==> config.mk <==
export PLATFORM = sky130hd
export DESIGN_NAME = alu_exec_sequencer
export DESIGN_NICKNAME = d
export VERILOG_FILES = /design/src/rtl/alu_exec_sequencer_pkg.sv /design/src/rtl/alu_exec_sequencer_alu8.sv /design/src/rtl/alu_exec_sequencer.sv
export SDC_FILE = /design/constraint.sdc
export NUM_CORES = 1
export LEC_CHECK = 0
export ABC_AREA = 1
export CORE_UTILIZATION = 53
export DETAILED_ROUTE_END_ITERATION = 16
export PLACE_DENSITY = 0.84
export SLEW_MARGIN = 15
export SYNTH_ARGS = -nofsm -noshare
export SYNTH_HDL_FRONTEND = slang
export SYNTH_HIERARCHICAL = 1
export SYNTH_SLANG_ARGS = --single-unit
==> constraint.sdc <==
create_clock -name clk -period 5.2 [get_ports clk]
set_clock_uncertainty 0.2 [all_clocks]
set_input_delay 1.3 -clock clk [delete_from_list [all_inputs] [get_ports clk]]
set_output_delay 1.3 -clock clk [all_outputs]
set_load 0.02 [all_outputs]
==> src/rtl/alu_exec_sequencer_pkg.sv <==
// Shared definitions for the group-01 execute stage.
// Contents:
//  - aaa operation codes for cc=01 opcodes, plus the cc group code
//  - the bbb addressing code that selects an immediate operand
//  - bit indices of the processor status register P and its reset value
//  - FSM state encoding
//  - a small opcode field helper
package alu_exec_sequencer_pkg;

    // aaa field of a cc=01 opcode (aaabbbcc)
    localparam logic [2:0] OP01_ORA = 3'b000;
    localparam logic [2:0] OP01_AND = 3'b001;
    localparam logic [2:0] OP01_EOR = 3'b010;
    localparam logic [2:0] OP01_ADC = 3'b011;
    localparam logic [2:0] OP01_STA = 3'b100;
    localparam logic [2:0] OP01_LDA = 3'b101;
    localparam logic [2:0] OP01_CMP = 3'b110;
    localparam logic [2:0] OP01_SBC = 3'b111;

    localparam logic [1:0] CC_GRP01 = 2'b01;

    // bbb=010 in group 01 means "immediate operand"
    localparam logic [2:0] AM3_IMM  = 3'b010;

    // P = N V 1 B D I Z C
    localparam int P_N = 7;
    localparam int P_V = 6;
    localparam int P_U = 5;
    localparam int P_B = 4;
    localparam int P_D = 3;
    localparam int P_I = 2;
    localparam int P_Z = 1;
    localparam int P_C = 0;
    localparam logic [7:0] P_RESET = 8'h24;

    typedef enum logic [2:0] {
        ST_IDLE  = 3'd0,
        ST_READ  = 3'd1,
        ST_WAIT  = 3'd2,
        ST_WRITE = 3'd3,
        ST_EXEC  = 3'd4,
        ST_DONE  = 3'd5
    } state_t;

    // An opcode is rejected when it is outside group 01, or when it asks
    // for an immediate store (STA #imm has no meaning).
    function automatic logic op_is_illegal(input logic [7:0] op);
        return (op[1:0] != CC_GRP01) ||
               ((op[7:5] == OP01_STA) && (op[4:2] == AM3_IMM));
    endfunction

endpackage

==> src/rtl/alu_exec_sequencer_alu8.sv <==
// Combinational group-01 ALU.
// Ports:
//  op       in  3  aaa operation code
//  a        in  W  accumulator
//  m        in  W  operand
//  c_in     in  1  current carry flag
//  v_in     in  1  current overflow flag
//  result   out W  operation result (compare difference for CMP)
//  n, z     out 1  negative / zero of result
//  c, v     out 1  new carry / overflow (pass-through when the op leaves them)
//  write_a  out 1  result should be written into A
module alu_exec_sequencer_alu8
    import alu_exec_sequencer_pkg::*;
#(
    parameter int REG_WIDTH = 8
) (
    input  logic [2:0]           op,
    input  logic [REG_WIDTH-1:0] a,
    input  logic [REG_WIDTH-1:0] m,
    input  logic                 c_in,
    input  logic                 v_in,
    output logic [REG_WIDTH-1:0] result,
    output logic                 n,
    output logic                 z,
    output logic                 c,
    output logic                 v,
    output logic                 write_a
);

    logic [REG_WIDTH:0]   sum;
    logic [REG_WIDTH-1:0] m_eff;

    always_comb begin
        result  = a;
        c       = c_in;
        v       = v_in;
        write_a = 1'b0;
        sum     = '0;
        m_eff   = m;
        case (op)
            OP01_ORA: begin result = a | m; write_a = 1'b1; end
            OP01_AND: begin result = a & m; write_a = 1'b1; end
            OP01_EOR: begin result = a ^ m; write_a = 1'b1; end
            OP01_LDA: begin result = m;     write_a = 1'b1; end
            OP01_ADC, OP01_SBC: begin
                // SBC is ADC of the complemented operand; the carry acts
                // as "not borrow", so no extra +1 is needed.
                m_eff   = (op == OP01_SBC) ? ~m : m;
                sum     = {1'b0, a} + {1'b0, m_eff} + {{REG_WIDTH{1'b0}}, c_in};
                result  = sum[REG_WIDTH-1:0];
                c       = sum[REG_WIDTH];
                v       = (a[REG_WIDTH-1] == m_eff[REG_WIDTH-1]) &&
                          (sum[REG_WIDTH-1] != a[REG_WIDTH-1]);
                write_a = 1'b1;
            end
            OP01_CMP: begin
                sum    = {1'b0, a} - {1'b0, m};
                result = sum[REG_WIDTH-1:0];
                c      = (a >= m);
            end
            default: begin
                // STA: nothing computed, A and flags untouched
                result = a;
            end
        endcase
        n = result[REG_WIDTH-1];
        z = (result == '0);
    end

endmodule

==> src/rtl/alu_exec_sequencer.sv <==
// Execute stage for group-01 (cc=01) opcodes, downstream of the fetcher.
// Accepts one opcode with its effective address / immediate byte, performs
// the memory read or write it needs, runs the ALU and updates A and P, then
// pulses get_next so the fetcher can start on the next instruction.
// Ports:
//  clk, reset_n     clock, synchronous active-low reset
//  instr_valid      opcode/eff_addr/imm_data are ready (sampled only in IDLE)
//  opcode           aaabbbcc
//  eff_addr         operand address (ignored for immediate)
//  imm_data         immediate operand
//  mem_rdata        read data, valid the cycle after mem_re
//  get_next         1-cycle retire pulse
//  busy             high in every state except IDLE
//  illegal          1-cycle pulse alongside get_next for rejected opcodes
//  mem_addr/re/we/wdata  memory bus
//  a_out, status_out     accumulator and P
module alu_exec_sequencer
    import alu_exec_sequencer_pkg::*;
#(
    parameter int REG_WIDTH  = 8,
    parameter int ADDR_WIDTH = 16
) (
    input  logic                  clk,
    input  logic                  reset_n,
    input  logic                  instr_valid,
    input  logic [7:0]            opcode,
    input  logic [ADDR_WIDTH-1:0] eff_addr,
    input  logic [REG_WIDTH-1:0]  imm_data,
    input  logic [REG_WIDTH-1:0]  mem_rdata,
    output logic                  get_next,
    output logic                  busy,
    output logic                  illegal,
    output logic [ADDR_WIDTH-1:0] mem_addr,
    output logic                  mem_re,
    output logic                  mem_we,
    output logic [REG_WIDTH-1:0]  mem_wdata,
    output logic [REG_WIDTH-1:0]  a_out,
    output logic [7:0]            status_out
);

    state_t                state_reg,   state_next;
    logic [2:0]            aaa_reg,     aaa_next;
    logic [ADDR_WIDTH-1:0] addr_reg,    addr_next;
    logic [REG_WIDTH-1:0]  operand_reg, operand_next;
    logic                  illegal_reg, illegal_next;
    logic [REG_WIDTH-1:0]  a_reg,       a_next;
    logic [7:0]            p_reg,       p_next;

    logic [REG_WIDTH-1:0]  alu_result;
    logic                  alu_n, alu_z, alu_c, alu_v, alu_write_a;

    alu_exec_sequencer_alu8 #(
        .REG_WIDTH (REG_WIDTH)
    ) u_alu (
        .op      (aaa_reg),
        .a       (a_reg),
        .m       (operand_reg),
        .c_in    (p_reg[P_C]),
        .v_in    (p_reg[P_V]),
        .result  (alu_result),
        .n       (alu_n),
        .z       (alu_z),
        .c       (alu_c),
        .v       (alu_v),
        .write_a (alu_write_a)
    );

    always_ff @(posedge clk) begin
        if (!reset_n) begin
            state_reg   <= ST_IDLE;
            aaa_reg     <= '0;
            addr_reg    <= '0;
            operand_reg <= '0;
            illegal_reg <= 1'b0;
            a_reg       <= '0;
            p_reg       <= P_RESET;
        end else begin
            state_reg   <= state_next;
            aaa_reg     <= aaa_next;
            addr_reg    <= addr_next;
            operand_reg <= operand_next;
            illegal_reg <= illegal_next;
            a_reg       <= a_next;
            p_reg       <= p_next;
        end
    end

    always_comb begin
        state_next   = state_reg;
        aaa_next     = aaa_reg;
        addr_next    = addr_reg;
        operand_next = operand_reg;
        illegal_next = illegal_reg;
        a_next       = a_reg;
        p_next       = p_reg;

        case (state_reg)
            ST_IDLE: begin
                if (instr_valid) begin
                    aaa_next     = opcode[7:5];
                    addr_next    = eff_addr;
                    operand_next = imm_data;
                    illegal_next = op_is_illegal(opcode);
                    if (op_is_illegal(opcode))
                        state_next = ST_DONE;
                    else if (opcode[4:2] == AM3_IMM)
                        state_next = ST_EXEC;
                    else if (opcode[7:5] == OP01_STA)
                        state_next = ST_WRITE;
                    else
                        state_next = ST_READ;
                end
            end
            ST_READ:  state_next = ST_WAIT;
            ST_WAIT: begin
                operand_next = mem_rdata;
                state_next   = ST_EXEC;
            end
            ST_WRITE: state_next = ST_DONE;
            ST_EXEC: begin
                if (alu_write_a)
                    a_next = alu_result;
                p_next[P_N] = alu_n;
                p_next[P_Z] = alu_z;
                p_next[P_C] = alu_c;
                p_next[P_V] = alu_v;
                state_next  = ST_DONE;
            end
            ST_DONE: begin
                illegal_next = 1'b0;
                state_next   = ST_IDLE;
            end
            default:  state_next = ST_IDLE;
        endcase
    end

    // Bus outputs are decoded from state so both strobes are provably
    // exclusive and the bus reads idle (all zero) outside READ/WRITE.
    assign mem_re     = (state_reg == ST_READ);
    assign mem_we     = (state_reg == ST_WRITE);
    assign mem_addr   = (mem_re || mem_we) ? addr_reg : '0;
    assign mem_wdata  = mem_we ? a_reg : '0;
    assign get_next   = (state_reg == ST_DONE);
    assign illegal    = (state_reg == ST_DONE) && illegal_reg;
    assign busy       = (state_reg != ST_IDLE);
    assign a_out      = a_reg;
    assign status_out = p_reg;

endmodule

After elaboration in Yosys (flattened, before gate mapping)
Index checks and enable logic that the tools add are counted.

$add $sub $neg: 3. Magnitude comparators: 1. Equality and inequality tests: 17. Mux-type cells: 15. Bitwise gates (word level): 4. Reduce and logical (&&, ||, !) cells: 21.

Operators by type and width (number): $pmux W8 S6 (1); $mux W8 (3); $eq A3 B3 Y1 const B (6); $mux W16 (1); $pmux W8 S2 (1); $eq A3 B2 Y1 const B (5); $pmux W3 S4 (1); $reduce_and A2 Y1 (6); $add A8 B8 Y9 (1); $add A9 B1 Y9 (1); $mux W3 (3); $and A8 B8 Y8 (1); $ge A8 B8 Y1 (1); $logic_not A8 Y1 (1); $not A8 Y8 (1); $or A8 B8 Y8 (1); $sub A8 B8 Y8 (1); $xor A8 B8 Y8 (1); $eq A3 B1 Y1 const B (2); $logic_not A3 Y1 (2); $reduce_bool A2 Y1 (3); $reduce_or A6 Y1 (1); $pmux W1 S2 (2); $reduce_or A2 Y1 (2); 9 further kinds (13).

Register bits after elaboration: 43. Logic and storage cells: 70.

Longest topological paths before layout
Depth in word-level cells: 6. Gate-level depth with buffers: 20. Mapped depth without buffers: 19.

By module
Netlist, hierarchy kept.

By module, submodules not included: alu_exec_sequencer (instances 1, cells an instance 290, area an instance 1999.4 sq um, sequential area each 860.8 sq um); alu_exec_sequencer_alu8 (instances 1, cells an instance 297, area an instance 1696.6 sq um, sequential area each 0.0 sq um).

Worst setup path after synthesis
OpenSTA, ideal clock, no wires.

Path kind: reg-to-reg. From: register aaa_reg[0]. To: register p_reg[1], in the netlist status_out[1]. Arrival: 2.712 ns. Data required time: 4.935 ns. Setup slack: 2.223 ns. Stages on the path, launching flop included: 19. Path buffers: 1. Clock period less this slack: 2.977 ns. Path through: dfxtp_1 -> buf_4 -> nand2_2 -> inv_2 -> nand2_1 -> xor2_1 -> fa_1 -> inv_1 -> fa_1 -> or2_2 -> nand3_1 -> nand3_1 -> nor2_2 -> nand2_1 -> a21oi_1 -> nand3_1 -> nor2_1 -> o21ai_0 -> nor2_1.

Longest elaborated chain between the ends: 6.

Ends and longest elaborated chain: start, declared (line alu_exec_sequencer.sv:42) `logic [2:0] aaa_reg, aaa_next;`; start signal, assigned (line alu_exec_sequencer.sv:79) `aaa_reg <= aaa_next;`; $eq A3 B3 Y1 (line alu_exec_sequencer_alu8.sv:40, alu_exec_sequencer_alu8.sv:48); $mux W8 (line alu_exec_sequencer_alu8.sv:48) `m_eff = (op == OP01_SBC) ? ~m : m;`; $add A8 B8 Y9 (line alu_exec_sequencer_alu8.sv:49) `sum = {1'b0, a} + {1'b0, m_eff} + {{REG_WIDTH{1'b0}}, c_in};`; $add A9 B1 Y9 (line alu_exec_sequencer_alu8.sv:49); $pmux W8 S6 * (line alu_exec_sequencer_alu8.sv:40) `case (op)`; $logic_not A8 Y1 * (line alu_exec_sequencer_alu8.sv:67) `z = (result == '0);`; named net alu_z (line alu_exec_sequencer.sv:50) `logic alu_n, alu_z, alu_c, alu_v, alu_write_a;`; end signal, assigned (line alu_exec_sequencer.sv:84) `p_reg <= p_next;`; end, declared (line alu_exec_sequencer.sv:47) `logic [7:0] p_reg, p_next;`.

The timed path passes the listed nets; every way through them passes the cells marked *. A chain may end at the register's enable or synchronous reset.

Worst setup path in the final report
From: register state_reg[0]. To: output mem_addr[11].

Longest elaborated chain between the ends: 3.

Ends and longest elaborated chain: start, declared (line alu_exec_sequencer.sv:41) `state_t state_reg, state_next;`; start signal, assigned (line alu_exec_sequencer.sv:78) `state_reg <= state_next;`; $eq A3 B1 Y1 or $eq A3 B2 Y1 (tied branches) (line alu_exec_sequencer.sv:139, alu_exec_sequencer.sv:140); $logic_or A1 B1 Y1 * (line alu_exec_sequencer.sv:141) `assign mem_addr = (mem_re || mem_we) ? addr_reg : '0;`; $mux W16 * (line alu_exec_sequencer.sv:141); end, declared (line alu_exec_sequencer.sv:33) `output logic [ADDR_WIDTH-1:0] mem_addr,`.

Mark *: on every way between the ends. The rest lies on a longest branch, timed or not.

==> out/qor.txt <==
top-count cell post-synth -> nand2_1
largest net degree at the start of global routing -> 47
Nets -> 735
crit path kind -> flip-flop to output pin
Slew @ Worst Pin -> 752 ps
crit path buf inv count -> 3
CTS tree -> built
Die ar. -> 0.00731 mm^2
startpoint type of the worst setup path -> flip-flop
num rows -> 30
clk_lat worst skew -> 300 ps
fraction of layout cells with a size suffix above 1 -> 4.41%
final slew viol count -> 0
vias in the first global route -> 3507
Mapped Avg Cell Area -> 6.30 um^2
Setup crit end kind -> output pin
Filler cells -> 611
Post-Layout Cell Count -> 737
total number of vias -> 3942
critical path peak fanout -> 16
met3 Usage GRT -> 4.04%
Die Wd -> 85.5 um
hold crit path type -> flip-flop to flip-flop
MaxCap Viol Count -> 0
synthesized area -> 0.00370 mm^2
Buffers on Ports -> 83
hold buffer count at CTS -> 0
Die Span Y -> 85.5 um
CP max-delay cell -> clkdlybuf4s50_1
Final min period -> 3670 ps
Starting DRT DRC Count -> 336
Critical Path Most Common Cell -> nor2_1
endpoints failing setup -> 0
clock transition at the registers of the reported paths -> 90 ps
Inserted Clock Buffers -> 5
critical path arrival -> 2170 ps
Core ar. -> 0.00676 mm^2
slack of the critical path -> 1530 ps
total clock sinks -> 43
routing usage on met2 -> 44.4%
Multi-input gate area -> 0.00230 mm^2
synth top area cells -> dfxtp_1 (23%), nand2_1 (13%), ha_1 (11%)
total gr overflow -> 0
routability cong. -> 0.990
Initial Utilization -> 54.7%
pwr dens -> 426 mW/mm^2
diode count -> 0
setup TNS -> 0 ps
# Post-CTS Setup Buffers -> 0
post-route clock period utilization -> 70.7%
max reg flops -> 16
sequential-to-total area share from yosys stat -> 23.3%
Peak supply drop -> 0.385 mV
CTS H-tree depth -> 2
CP max stage delay -> 650 ps
# placed instances -> 730
post-route ant nets -> 0
deepest clock path buffer count -> 2
gr usage total -> 28.0%
CTS root buffer -> clkbuf_8
async set-reset flop share out of synthesis -> 0%
pre-CTS setup slack -> 1640 ps
Syn Inst Count -> 587
Resized Gates After CTS -> 0
fmax -> 0.272 GHz
Yosys Warn Count -> 6
Crit path required time -> 3700 ps
Area growth, synth to finish -> 23.9%
Leakage -> 0.00211 uW
post-synthesis register bit count -> 43
post-route DRC violation count -> 0
Yosys cell types -> 35
area leader, netlist -> dfxtp_1
first drt pass iteration count -> 5
Fin. Hold Viols -> 0
relative slew slack -> 49.7%
io pins -> 88
top_reg_cell synth -> dfxtp_1
first-pass GRT wire length -> 16300 um
GRT met1 Usage -> 38.9%
vias per cell -> 5.35
outcome -> finished clean
initial antenna violation count -> 0
busiest grt layer -> met2
Top Family by Delay on Critical Path -> buffers and inverters
Sequential Area -> 861 um^2
RSZ-0062 raised after global routing -> no
DP Wirelength -> 7990 um
Total Wirelength -> 10200 um
Avg WL per Cell -> 13.8 um
Synth top cells by count -> nand2_1 (130), inv_1 (90), nand3_1 (64), nor2_1 (62), a21oi_1 (50)
crit path cell chain -> inv_2, nor2_1, inv_1, nor2_1, clkdlybuf4s50_1
top cell type's share of synthesized area -> 23.3%
Post-synth EDFFs -> 0
[routing by layer]
layer / wire length [um] / vias to the layer above / part of all wire, %
li1: - / 1995 / -
met1: 4760 / 1779 / 47
met2: 4660 / 144 / 46
met3: 545 / 24 / 5.4
met4: 192 / 0 / 1.9
met5: 0 / - / 0
[tightest hold or removal path, cell delays in order, from the launching register on]
cell	delay, ps
dfxtp_1	300
inv_1	60
a21oi_1	50
[worst paths after layout]
path / start / end / slack, ps / depth (start not counted)
worst min-delay path: addr_reg[11] / addr_reg[11] / 260 / 2
worst max-delay path: state_reg[0] / mem_addr[11] / 1530 / 5
worst min register to register: addr_reg[11] / addr_reg[11] / 260 / 2
worst max register to register: aaa_reg[1] / status_out[1] / 1580 / 17
[logic make-up after synthesis]
| logic type | Yosys count | share of synthesized area, % |
|---|---|---|
| AND/OR/NAND/NOR | 290 | 35.3 |
| flip-flops | 43 | 23.3 |
| adder cells (fa/ha/maj) | 35 | 12.5 |
| AO/OA/AOI/OAI | 86 | 12.0 |
| other | 2 | 0.203 |
| buffers and inverters | 122 | 14.7 |
| XOR/XNOR | 9 | 2.13 |
[area by class of cell]
| class | instances | area share, % |
|---|---|---|
| multi-input cells | 424 | 50.2 |
| clock buffers | 5 | 1.50 |
| flip-flops and latches | 43 | 18.8 |
| well taps | 80 | 2.19 |
| inverters | 100 | 8.31 |
| clock inverters | 2 | 0.820 |
| repair buffers | 83 | 18.1 |
[where the power goes]
part	internal, uW	switching, uW
clock network	140	116
registers	426	99.5
logic	419	748
[cell usage in the layout, fill, tap and decap left out]
cell type / n
bufinv_16: 1
or2_2: 2
clkinv_1: 2
nand3_1: 64
o21ai_1: 3
dfxtp_1: 43
ha_1: 32
nor2_1: 62
fa_1: 3
o211ai_1: 1
a22o_1: 1
conb_1: 4
inv_4: 2
a21oi_1: 50
nand2_1: 130
clkbuf_8: 5
nand3_4: 2
nor2_2: 2
o21ai_0: 29
inv_2: 6
nor2_4: 2
nand3b_1: 5
xor2_1: 9
o31ai_1: 1
inv_1: 90
clkinvlp_4: 1
nand3_2: 3
clkdlybuf4s50_1: 83
nor3_2: 1
o21bai_1: 1
nand2_2: 2
nand4_1: 12
nor3_1: 3
[per-stage QoR]
step                utilization (%)  total power (uW)  hold WS (ps)  instance area [um^2]
global route                   67.8              2100           268                  4580
floorplan                         -              1360           229                  3700
global placement               66.2              1650           242                  4470
CTS                            67.8              1930           257                  4580
finish                         67.8              1950           256                  4580
detailed placement             66.2              1670           246                  4470
Note: power is estimated with default switching activity, not from simulation.
